File: src/rtl/jk_load_sequencer.sv
// Sequences a bank of JK flip-flops to a requested value.
// It reads the bank back, retries on a mismatch, and flags an error when the retries run out.
module jk_load_sequencer #(
  parameter int WIDTH     = 4,
  parameter int MAX_RETRY = 2
) (
  input  logic             clk,
  input  logic             reset,
  input  logic             load_valid,
  output logic             load_ready,
  input  logic [1:0]       load_op,
  input  logic [WIDTH-1:0] load_data,
  input  logic [WIDTH-1:0] ff_q,
  output logic [WIDTH-1:0] ff_j,
  output logic [WIDTH-1:0] ff_k,
  output logic             ff_reset,
  output logic             ff_set,
  output logic             done,
  output logic             error
);

  localparam int RW = (MAX_RETRY < 1) ? 1 : $clog2(MAX_RETRY + 1);

  localparam logic [1:0] OP_LOAD   = 2'b00;
  localparam logic [1:0] OP_CLEAR  = 2'b01;
  localparam logic [1:0] OP_PRESET = 2'b10;

  typedef enum logic [2:0] {
    IDLE,
    CLR,
    SETALL,
    WRITE,
    TOG,
    VERIFY,
    DONE,
    ERR
  } state_t;

  state_t           state_q;
  state_t           state_d;
  logic [1:0]       op_q;
  logic [WIDTH-1:0] target_q;
  logic [WIDTH-1:0] target_d;
  logic [RW-1:0]    retry_q;
  logic             error_q;
  logic             accept;
  logic             retry_inc;
  logic             verify_ok;
  logic             at_max;

  assign accept    = load_valid && (state_q == IDLE);
  assign verify_ok = (ff_q == target_q);
  assign at_max    = (retry_q == RW'(MAX_RETRY));

  always_comb begin
    target_d = ~ff_q;
    case (load_op)
      OP_LOAD:   target_d = load_data;
      OP_CLEAR:  target_d = '0;
      OP_PRESET: target_d = '1;
      default:   target_d = ~ff_q;
    endcase
  end

  always_comb begin
    state_d   = state_q;
    retry_inc = 1'b0;
    unique case (state_q)
      IDLE: begin
        if (load_valid) begin
          case (load_op)
            OP_LOAD,
            OP_CLEAR:  state_d = CLR;
            OP_PRESET: state_d = SETALL;
            default:   state_d = TOG;
          endcase
        end
      end
      CLR: begin
        if (op_q == OP_CLEAR) state_d = VERIFY;
        else                  state_d = WRITE;
      end
      SETALL: state_d = VERIFY;
      WRITE:  state_d = VERIFY;
      TOG:    state_d = VERIFY;
      VERIFY: begin
        if (verify_ok) begin
          state_d = DONE;
        end else if (at_max) begin
          state_d = ERR;
        end else begin
          retry_inc = 1'b1;
          // A failed toggle is retried as a plain load of its target
          if (op_q == OP_PRESET) state_d = SETALL;
          else                   state_d = CLR;
        end
      end
      DONE:    state_d = IDLE;
      ERR:     state_d = IDLE;
      default: state_d = IDLE;
    endcase
  end

  always_ff @(posedge clk) begin
    if (reset) begin
      state_q  <= IDLE;
      op_q     <= OP_LOAD;
      target_q <= '0;
      retry_q  <= '0;
      error_q  <= 1'b0;
    end else begin
      state_q <= state_d;
      if (accept) begin
        op_q     <= load_op;
        target_q <= target_d;
        retry_q  <= '0;
        error_q  <= 1'b0;
      end else if (retry_inc) begin
        retry_q <= retry_q + 1'b1;
      end
      if (state_d == ERR) error_q <= 1'b1;
    end
  end

  always_comb begin
    load_ready = (state_q == IDLE);
    ff_reset   = (state_q == CLR);
    ff_set     = (state_q == SETALL);
    done       = (state_q == DONE);
    error      = error_q;
    ff_j       = '0;
    ff_k       = '0;
    unique case (1'b1)
      (state_q == WRITE): begin
        ff_j = target_q;
        ff_k = ~target_q;
      end
      (state_q == TOG): begin
        ff_j = '1;
        ff_k = '1;
      end
      default: begin
        ff_j = '0;
        ff_k = '0;
      end
    endcase
  end

endmodule

File: config.mk
export PLATFORM = sky130hd
export DESIGN_NAME = jk_load_sequencer
export DESIGN_NICKNAME = d
export VERILOG_FILES = /design/src/rtl/jk_load_sequencer.sv
export SDC_FILE = /design/constraint.sdc
export NUM_CORES = 1
export LEC_CHECK = 0
export CAP_MARGIN = 10
export CORE_UTILIZATION = 45
export CTS_CLUSTER_SIZE = 10
export DETAILED_ROUTE_END_ITERATION = 10
export GPL_TIMING_DRIVEN = 0
export PLACE_DENSITY_LB_ADDON = 0.15
export REMOVE_ABC_BUFFERS = 1
export SETUP_SLACK_MARGIN = 0.5
export SLEW_MARGIN = 20
export SYNTH_ARGS = -nofsm -noshare
export SYNTH_HDL_FRONTEND = slang
export SYNTH_SLANG_ARGS = --single-unit
File: constraint.sdc
create_clock -name clk -period 3.3 [get_ports clk]
set_input_delay 0.66 -clock clk [delete_from_list [all_inputs] [get_ports clk]]
set_output_delay 0.66 -clock clk [all_outputs]
set_load 0.01 [all_outputs]
==> summary.md, run 1 <==
| Metric | Value |
|---|---|
| Synth Warn # | 0 |
| Post-synth top area share | 0.309 |
| Initial antenna violation count | 0 |
| Final net count | 138 |
| Status | complete, but fails checks |
| Seq/Total Area, Yosys | 0.309 |
| Final hold slack | 492 ps |
| Max Clock Skew | roughly 1.8 ps |
| Post-synth top area cell | dfxtp_1 |
| Post-Syn Area per Cell | 7.77 um2 |
| Routed via count | 821 |
| Io pins | 26 |
| Number of fill cells | about 150 |
| CP required | 2640 ps |
| GRT met1 Usage | 0.306 |
| FF-to-FF Start | retry_q[0] |
| Grt total ovfl | 0 |
| Synthesized area | 777 um2 |
| Die H | between 40 and 50 um |
| H-Tree Depth | 1 |
| DR vias/cell | 5.95 |
| Met3 Usage GRT | 0.0375 |
| Minimum clock period | 2530 ps |
| Worst-path maximum fanout | 13 |
| Dpl cell area | 1020 um2 |
| Register bit total from synthesis | 12 |
| Setup repair bufs after CTS | 0 |
| Largest net degree at the start of global routing | 14 |
| Post-route cell area | 1040 um2 |
| Core area | 1560 um2 |
| CP startpoint kind | register |
| Row Count | 14 |
| Worst Tran Pin Value | between 400 and 500 ps |
| VDD IR max | 0.434 mV |
| Residual DRC | 8 |
| Initial Util | 0.498 |
| Quantity of I/O buffers inserted on ports | 25 |
| WL/cell | roughly 14 um |
| First-pass DRT Iterations | 7 |
| Post-synthesis instance total | 100 |
| Post-layout power | 0.000752 W |
| Die area | 1900 um2 |
| Initial DRC Count | 21 |
| Endpoints failing hold | 0 |
| Synth top cells by count | nand2_1, dfxtp_1, o21ai_0 |
| Top-count cell post-synth | nand2_1 |
| Library cells used by synthesis | 34 |
| Post-CTS resize count | 0 |
| Flop2flop setup slack | ~1600 ps |
| First-pass GRT wire length | 3380 um |
| Setup violations, final | 0 |
| Total negative slack | 0 ps |
| TritonCTS Buffers | 3 |
| CTS Root Cell | clkbuf_4 |
| Synth async-reset ratio | 0 |
| CTS sink cnt | 12 |
| Hold Crit Class | register to register |
| Antenna Diode Count | 0 |
| Overall die width | ~44 um |
| Vias in the first global route | 753 |
| Most Crowded Layer GR | met2 |
| Final period utilization | 0.766 |
| Reg2reg path depth | 6 |
| Setup CP Type | register to output port |
| CP peak stage delay | 610 ps |
| RePlAce Congestion | 0.776 |
| Main area contributors after synthesis | dfxtp_1, nand2_1, o21ai_0 |
| Fmax | between 0.3 and 0.4 GHz |
| Maxcap violations | 0 |
| Worst-skew pair later-pin latency | between 200 and 300 ps |
| Post-synth EDFFs | 0 |
| Max Buffers Root-to-Sink | 2 |
| Slew HR | 0.688 |
| CP cell instances | inv_1 > and3_1 > nand2_1 > nand2_1 > clkdlybuf4s50_1 |
| Worst Hold Depth | 2 |
| RR Endpoint | retry_q[1] |
| Endpoint type of the worst setup path | output port |
| Worst Hold End | op_q[1] |
| Final Max Tran Viols | 0 |
| Min-Delay Startpoint | op_q[1] |
| Routed Wire Length | 1910 um |
| Failing checks | DRC |
| RSZ-0062 raised after global routing | false |
| CTS Hold Bufs | 0 |
| Most frequent cell on the critical path | nand2_1 |
| CTS tree | built |
| PD cells | ~720 nW/um2 |
| Worst path slowest cell | dfxtp_1 |
| Final ANT Viol Nets | 0 |
| DP HPWL | 1430 um |
| Main synth FF type | dfxtp_1 |
| Worst Path Arrival | 1870 ps |
| Share of post-route cells with drive strength above 1 | 0.0738 |
| Pleak | between 0.3 and 0.4 nW |
| Layout area overhead | 34.1% |
| Met2 Track Usage GR | 0.397 |
| GRT Util Overall | 0.239 |
| Clock slew at reported path FFs | 70 ps |
worst max-delay path: cells and delay by family, from the launching register on:
kind | cells | cell delay [ps]
simple gates | 3 | 340
flops | 1 | 610
buf+inv | 2 | 650
worst max-delay path by stage:
stage                     startpoint       to  slack (ps)  cells past startpoint
after global placement    state_q[2]  ff_j[3]        1110                      5
after global routing      state_q[2]  ff_j[0]         660                      5
after floorplan           state_q[2]     done        1660                      2
final                     state_q[2]  ff_j[3]         770                      5
after CTS                 state_q[2]  ff_j[3]         770                      5
after detailed placement  state_q[2]  ff_j[3]        1070                      5
where the power goes:
part / switching [W] / internal, W
Clock: 0.0000470 / 0.0000422
Combinational: 0.000190 / 0.000223
Sequential: 0.0000717 / 0.000179
Total: 0.000308 / 0.000444
metal layers:
layer / up-vias / share of wire / wire length (um)
li1: 411 / - / -
met1: 371 / 0.43 / 815
met2: 37 / 0.50 / 947
met3: 2 / 0.068 / 129
met4: 0 / 0.0089 / 17
met5: - / 0 / 0
sequential cells by signal, indices dropped and copies added, names as in the netlist:
signal / flops
error: 1
state_q: 3
op_q: 2
retry_q: 2
target_q: 4
kinds of logic (layout without fill, tap and decap cells):
| logic type | after synthesis | after routing | synth area share |
|---|---|---|---|
| and+or+nand+nor | 37 | 37 | 0.262 |
| AOI/OAI and AO/OA | 34 | 34 | 0.287 |
| DFF | 12 | 12 | 0.309 |
| buffers and inverters | 10 | 32 | 0.0547 |
| xor gates and xnor gates | 5 | 5 | 0.0564 |
| adders and majority gates | 1 | 1 | 0.0161 |
| muxes | 1 | 1 | 0.0145 |
placed cells by master, fill, tap and decap left out, types with 2 or more instances in the layout:
cell	instances
clkdlybuf4s50_1	25
nand2_1	18
dfxtp_1	12
o21ai_0	11
a21oi_1	10
xnor2_1	5
inv_1	4
nor3b_1	4
o211ai_1	4
clkbuf_4	3
nor2_1	2
nor2b_1	2
and2_1	2
cell type report:
cell class / instances / area (um2) / area share
clock buffer: 3 / 22.5 / 0.0216
inverter: 4 / 15.0 / 0.0144
multi-input combinational: 78 / 494 / 0.474
sequential: 12 / 240 / 0.230
tap: 16 / 20.0 / 0.0192
timing repair buffer: 25 / 250 / 0.240
per-stage QoR:
stage,setup slack (ps),instances,utilization
2_1_floorplan,1660,94,-
3_3_place_gp,1110,135,0.654
3_5_place_dp,1070,135,0.654
4_1_cts,775,138,0.669
5_1_grt,659,138,0.669
6_report,772,138,0.669
No activity file was read; power rests on OpenSTA's default activity.
==> run 2: changes to the inputs <==
--- a/config.mk
+++ b/config.mk
@@ -6,7 +6,8 @@
 export NUM_CORES = 1
 export LEC_CHECK = 0
 export CAP_MARGIN = 10
-export CORE_UTILIZATION = 45
+export CORE_ASPECT_RATIO = 0.75
+export CORE_UTILIZATION = 40
 export CTS_CLUSTER_SIZE = 10
 export DETAILED_ROUTE_END_ITERATION = 10
 export GPL_TIMING_DRIVEN = 0
==> constraint.sdc (replaced) <==
create_clock -name clk -period 2.1 [get_ports clk]
set_input_delay 0.42 -clock clk [delete_from_list [all_inputs] [get_ports clk]]
set_output_delay 0.42 -clock clk [all_outputs]
set_load 0.01 [all_outputs]
==> run 2 against run 1 <==
  * The flow now finishes without violations
  * Sequential cell count unchanged
  * First-iteration DRC count down 19%
  * Setup slack worse by 260 ps
  * Clock skew down 1.3 ps
  * Total power up 77%
  * Global-route usage down 0.62 points
  * Sequential power up 62%
  * Sequential share of layout area down 1.1 points
  * Count of clock-buffer cells in the layout up 1
  * Core utilization down 1.9 points
  * Largest cell class unchanged
  * Largest power group unchanged
==> summary.md, run 2 (same netlist as run 1, synthesis figures left out) <==
| Metric | Value |
|---|---|
| RePlAce Congestion | 0.766 (was 0.776) |
| Max Buffers Root-to-Sink | 2 (unchanged) |
| DR vias/cell | 5.47 (was 5.95) |
| Endpoint type of the worst setup path | output port (unchanged) |
| Fmax | 0.632 GHz |
| Total negative slack | 0 ps (unchanged) |
| Row Count | 13 (was 14) |
| Largest net degree at the start of global routing | 13 (was 14) |
| TritonCTS Buffers | 3 (unchanged) |
| Final period utilization | 0.754 |
| H-Tree Depth | 1 (unchanged) |
| Final net count | 147 (was 138) |
| Max Clock Skew | 0.459 ps (was 1.77 ps) |
| Min-Delay Startpoint | op_q[1] (unchanged) |
| Minimum clock period | around 1600 ps |
| Switch Pwr | 0.000559 W (was 0.000308 W) |
| CTS tree | built (unchanged) |
| Die H | 40.2 um (was 43.6 um) |
| Routed via count | 843 (was 821) |
| CP required | 1680 ps (was 2640 ps) |
| CP startpoint kind | register (unchanged) |
| WL met2 | 972 um (was 947 um) |
| Io pins | 26 (unchanged) |
| Worst Path Arrival | 1160 ps (was 1870 ps) |
| Status | completed (was complete, but fails checks) |
| Quantity of I/O buffers inserted on ports | 25 (unchanged) |
| Switch share | 0.420 (was 0.410) |
| Setup CP Type | register to output port (unchanged) |
| Antenna Diode Count | 0 (unchanged) |
| Worst Hold Depth | 2 (unchanged) |
| First-pass DRT Iterations | 4 (was 7) |
| Clock slew at reported path FFs | 70 ps (about the same) |
| PD cells | 1160 nW/um2 (was 722 nW/um2) |
| Worst-skew pair later-pin latency | 280 ps (was 270 ps) |
| Pleak | 0.487 nW (was 0.357 nW) |
| Maxcap violations | 0 (unchanged) |
| RR Endpoint | retry_q[0] (was retry_q[1]) |
| Most flops, register | target_q (unchanged) |
| Met3 wire len | 103 um (was 129 um) |
| Final ANT Viol Nets | 0 (unchanged) |
| Routed Wire Length | 2130 um (was 1910 um) |
| Fin cells | 154 (was 138) |
| Initial antenna violation count | 0 (unchanged) |
| Final cell utilization of the core | 0.649 (was 0.669) |
| CTS sink cnt | 12 (unchanged) |
| Largest regs | target_q x4, state_q x3 (unchanged) |
| Endpoints failing hold | 0 (unchanged) |
| Logic gate share of total power | 0.556 (was 0.548) |
| Post-Route M1 WL | 1020 um (was 815 um) |
| Max reg flops | 4 (unchanged) |
| WL/cell | 13.8 um (about the same) |
| Vias in the first global route | 725 (was 753) |
| Share of post-route cells with drive strength above 1 | 0.348 (was 0.0738) |
| RSZ-0062 raised after global routing | true (was false) |
| Cell Int Power | 0.000772 W (was 0.000444 W) |
| Slew HR | 0.686 (was 0.688) |
| Initial Util | 0.438 (was 0.498) |
| Residual DRC | 0 (was 8) |
| DP HPWL | 1420 um (was 1430 um) |
| Reg2reg path depth | 7 (was 6) |
| FF-to-FF Start | retry_q[0] (unchanged) |
| Worst Hold End | op_q[1] (unchanged) |
| Worst Tran Pin Value | 469 ps (was 467 ps) |
| Dpl cells | 141 (was 135) |
| Layout area overhead | 48.1% (was 34.1%) |
| Final Max Tran Viols | 0 (unchanged) |
| Leading cell types in the layout, fill and taps excluded | nand2_1, clkdlybuf4s50_1, a21oi_1, buf_2, buf_4 (was clkdlybuf4s50_1, nand2_1, dfxtp_1) |
| Worst-path maximum fanout | 5 (was 13) |
| Setup violations, final | 0 (unchanged) |
| DR top layer | met4 (unchanged) |
| Clock group share of total power | 0.139 (was 0.119) |
| Die area | 2120 um2 (was 1900 um2) |
| Initial DRC Count | 17 (was 21) |
| Overall die width | 52.9 um (was 43.6 um) |
| Hold Crit Class | register to register (unchanged) |
| VDD IR max | 0.661 mV (was 0.434 mV) |
| Flop2flop setup slack | 600 ps (was 1640 ps) |
| Most common cell after layout, fill and taps aside | nand2_1 (was clkdlybuf4s50_1) |
| Sequential power share | 0.305 (was 0.334) |
| CTS Root Cell | clkbuf_4 (unchanged) |
| First-pass GRT wire length | 3410 um (was 3380 um) |
| Core area | 1770 um2 (was 1560 um2) |
| Grt total ovfl | 0 (unchanged) |
| GRT Util Overall | 0.233 (was 0.239) |
run 2: changes by cell type in the layout (fill, tap and decap cells not counted), moves of 2 or more:
cell	before	now
clkdlybuf4s50_1	25	11
buf_2	0	10
buf_4	0	9
dfxtp_1	12	8
xnor2_1	5	1
xnor2_2	0	4
dfxtp_4	0	3
o21ai_0	11	8
o21ai_1	0	3
clkbuf_2	0	2
dlymetal6s2s_1	0	2
nand2_1	18	16
run 2: final cells by class:
type	count	area, um2
Timing Repair Buffer	34	263
Sequential cell	12	253
Inverter	4	17.5
Clock buffer	4	36.3
Fill cell	148	622
Tap cell	22	27.5
Multi-Input combinational cell	78	554
run 2: worst max-delay path: stages, from the launching register on:
cell     delay [ps]
dfxtp_4         380
buf_4           150
nor3b_1         190
buf_2           160
run 2: power groups by stage:
stage	Combinational (W)	Sequential [W]	Clock, W
2_1_floorplan	0.000371	0.000371	0
3_3_place_gp	0.000633	0.000397	0
3_5_place_dp	0.000644	0.000400	0
4_1_cts	0.000706	0.000395	0.000188
5_1_grt	0.000809	0.000416	0.000200
6_report	0.000739	0.000406	0.000185
run 2: per-stage QoR:
stage | hold WS, ps | setup slack [ps] | total power [W] | area, um2
after global routing | 535 | 450 | 0.00143 | 1150
after global placement | 473 | 140 | 0.00103 | 1030
after floorplan | 450 | 598 | 0.000742 | 749
final | 490 | 517 | 0.00133 | 1150
after detailed placement | 483 | 107 | 0.00104 | 1030
after CTS | 494 | 505 | 0.00129 | 1110
run 2: worst max-delay path by stage:
stage / startpoint / endpoint / slack, ps / depth (start not counted)
2_1_floorplan: retry_q[0] / retry_q[1] / 600 / 6
3_3_place_gp: state_q[2] / ff_j[0] / 140 / 5
3_5_place_dp: state_q[2] / ff_j[0] / 110 / 5
4_1_cts: state_q[2] / done / 500 / 3
5_1_grt: state_q[2] / ff_j[0] / 450 / 5
6_report: state_q[2] / ff_set / 520 / 3
run 2: layer usage:
metal | track usage | up-vias
met4 | 0.105 | 0
met3 | 0.0568 | 5
met2 | 0.402 | 23
li1 | - | 429
met5 | 0 | -
met1 | 0.279 | 386
run 2: repair_timing:
action                     CTS  global route
hold endpoints to repair     0             0
setup buffers                7             2
gates resized for setup     62            10
gates cloned                 0             0
pin swaps                    1             5
hold buffers                 0             0
setup endpoints to repair   13            16
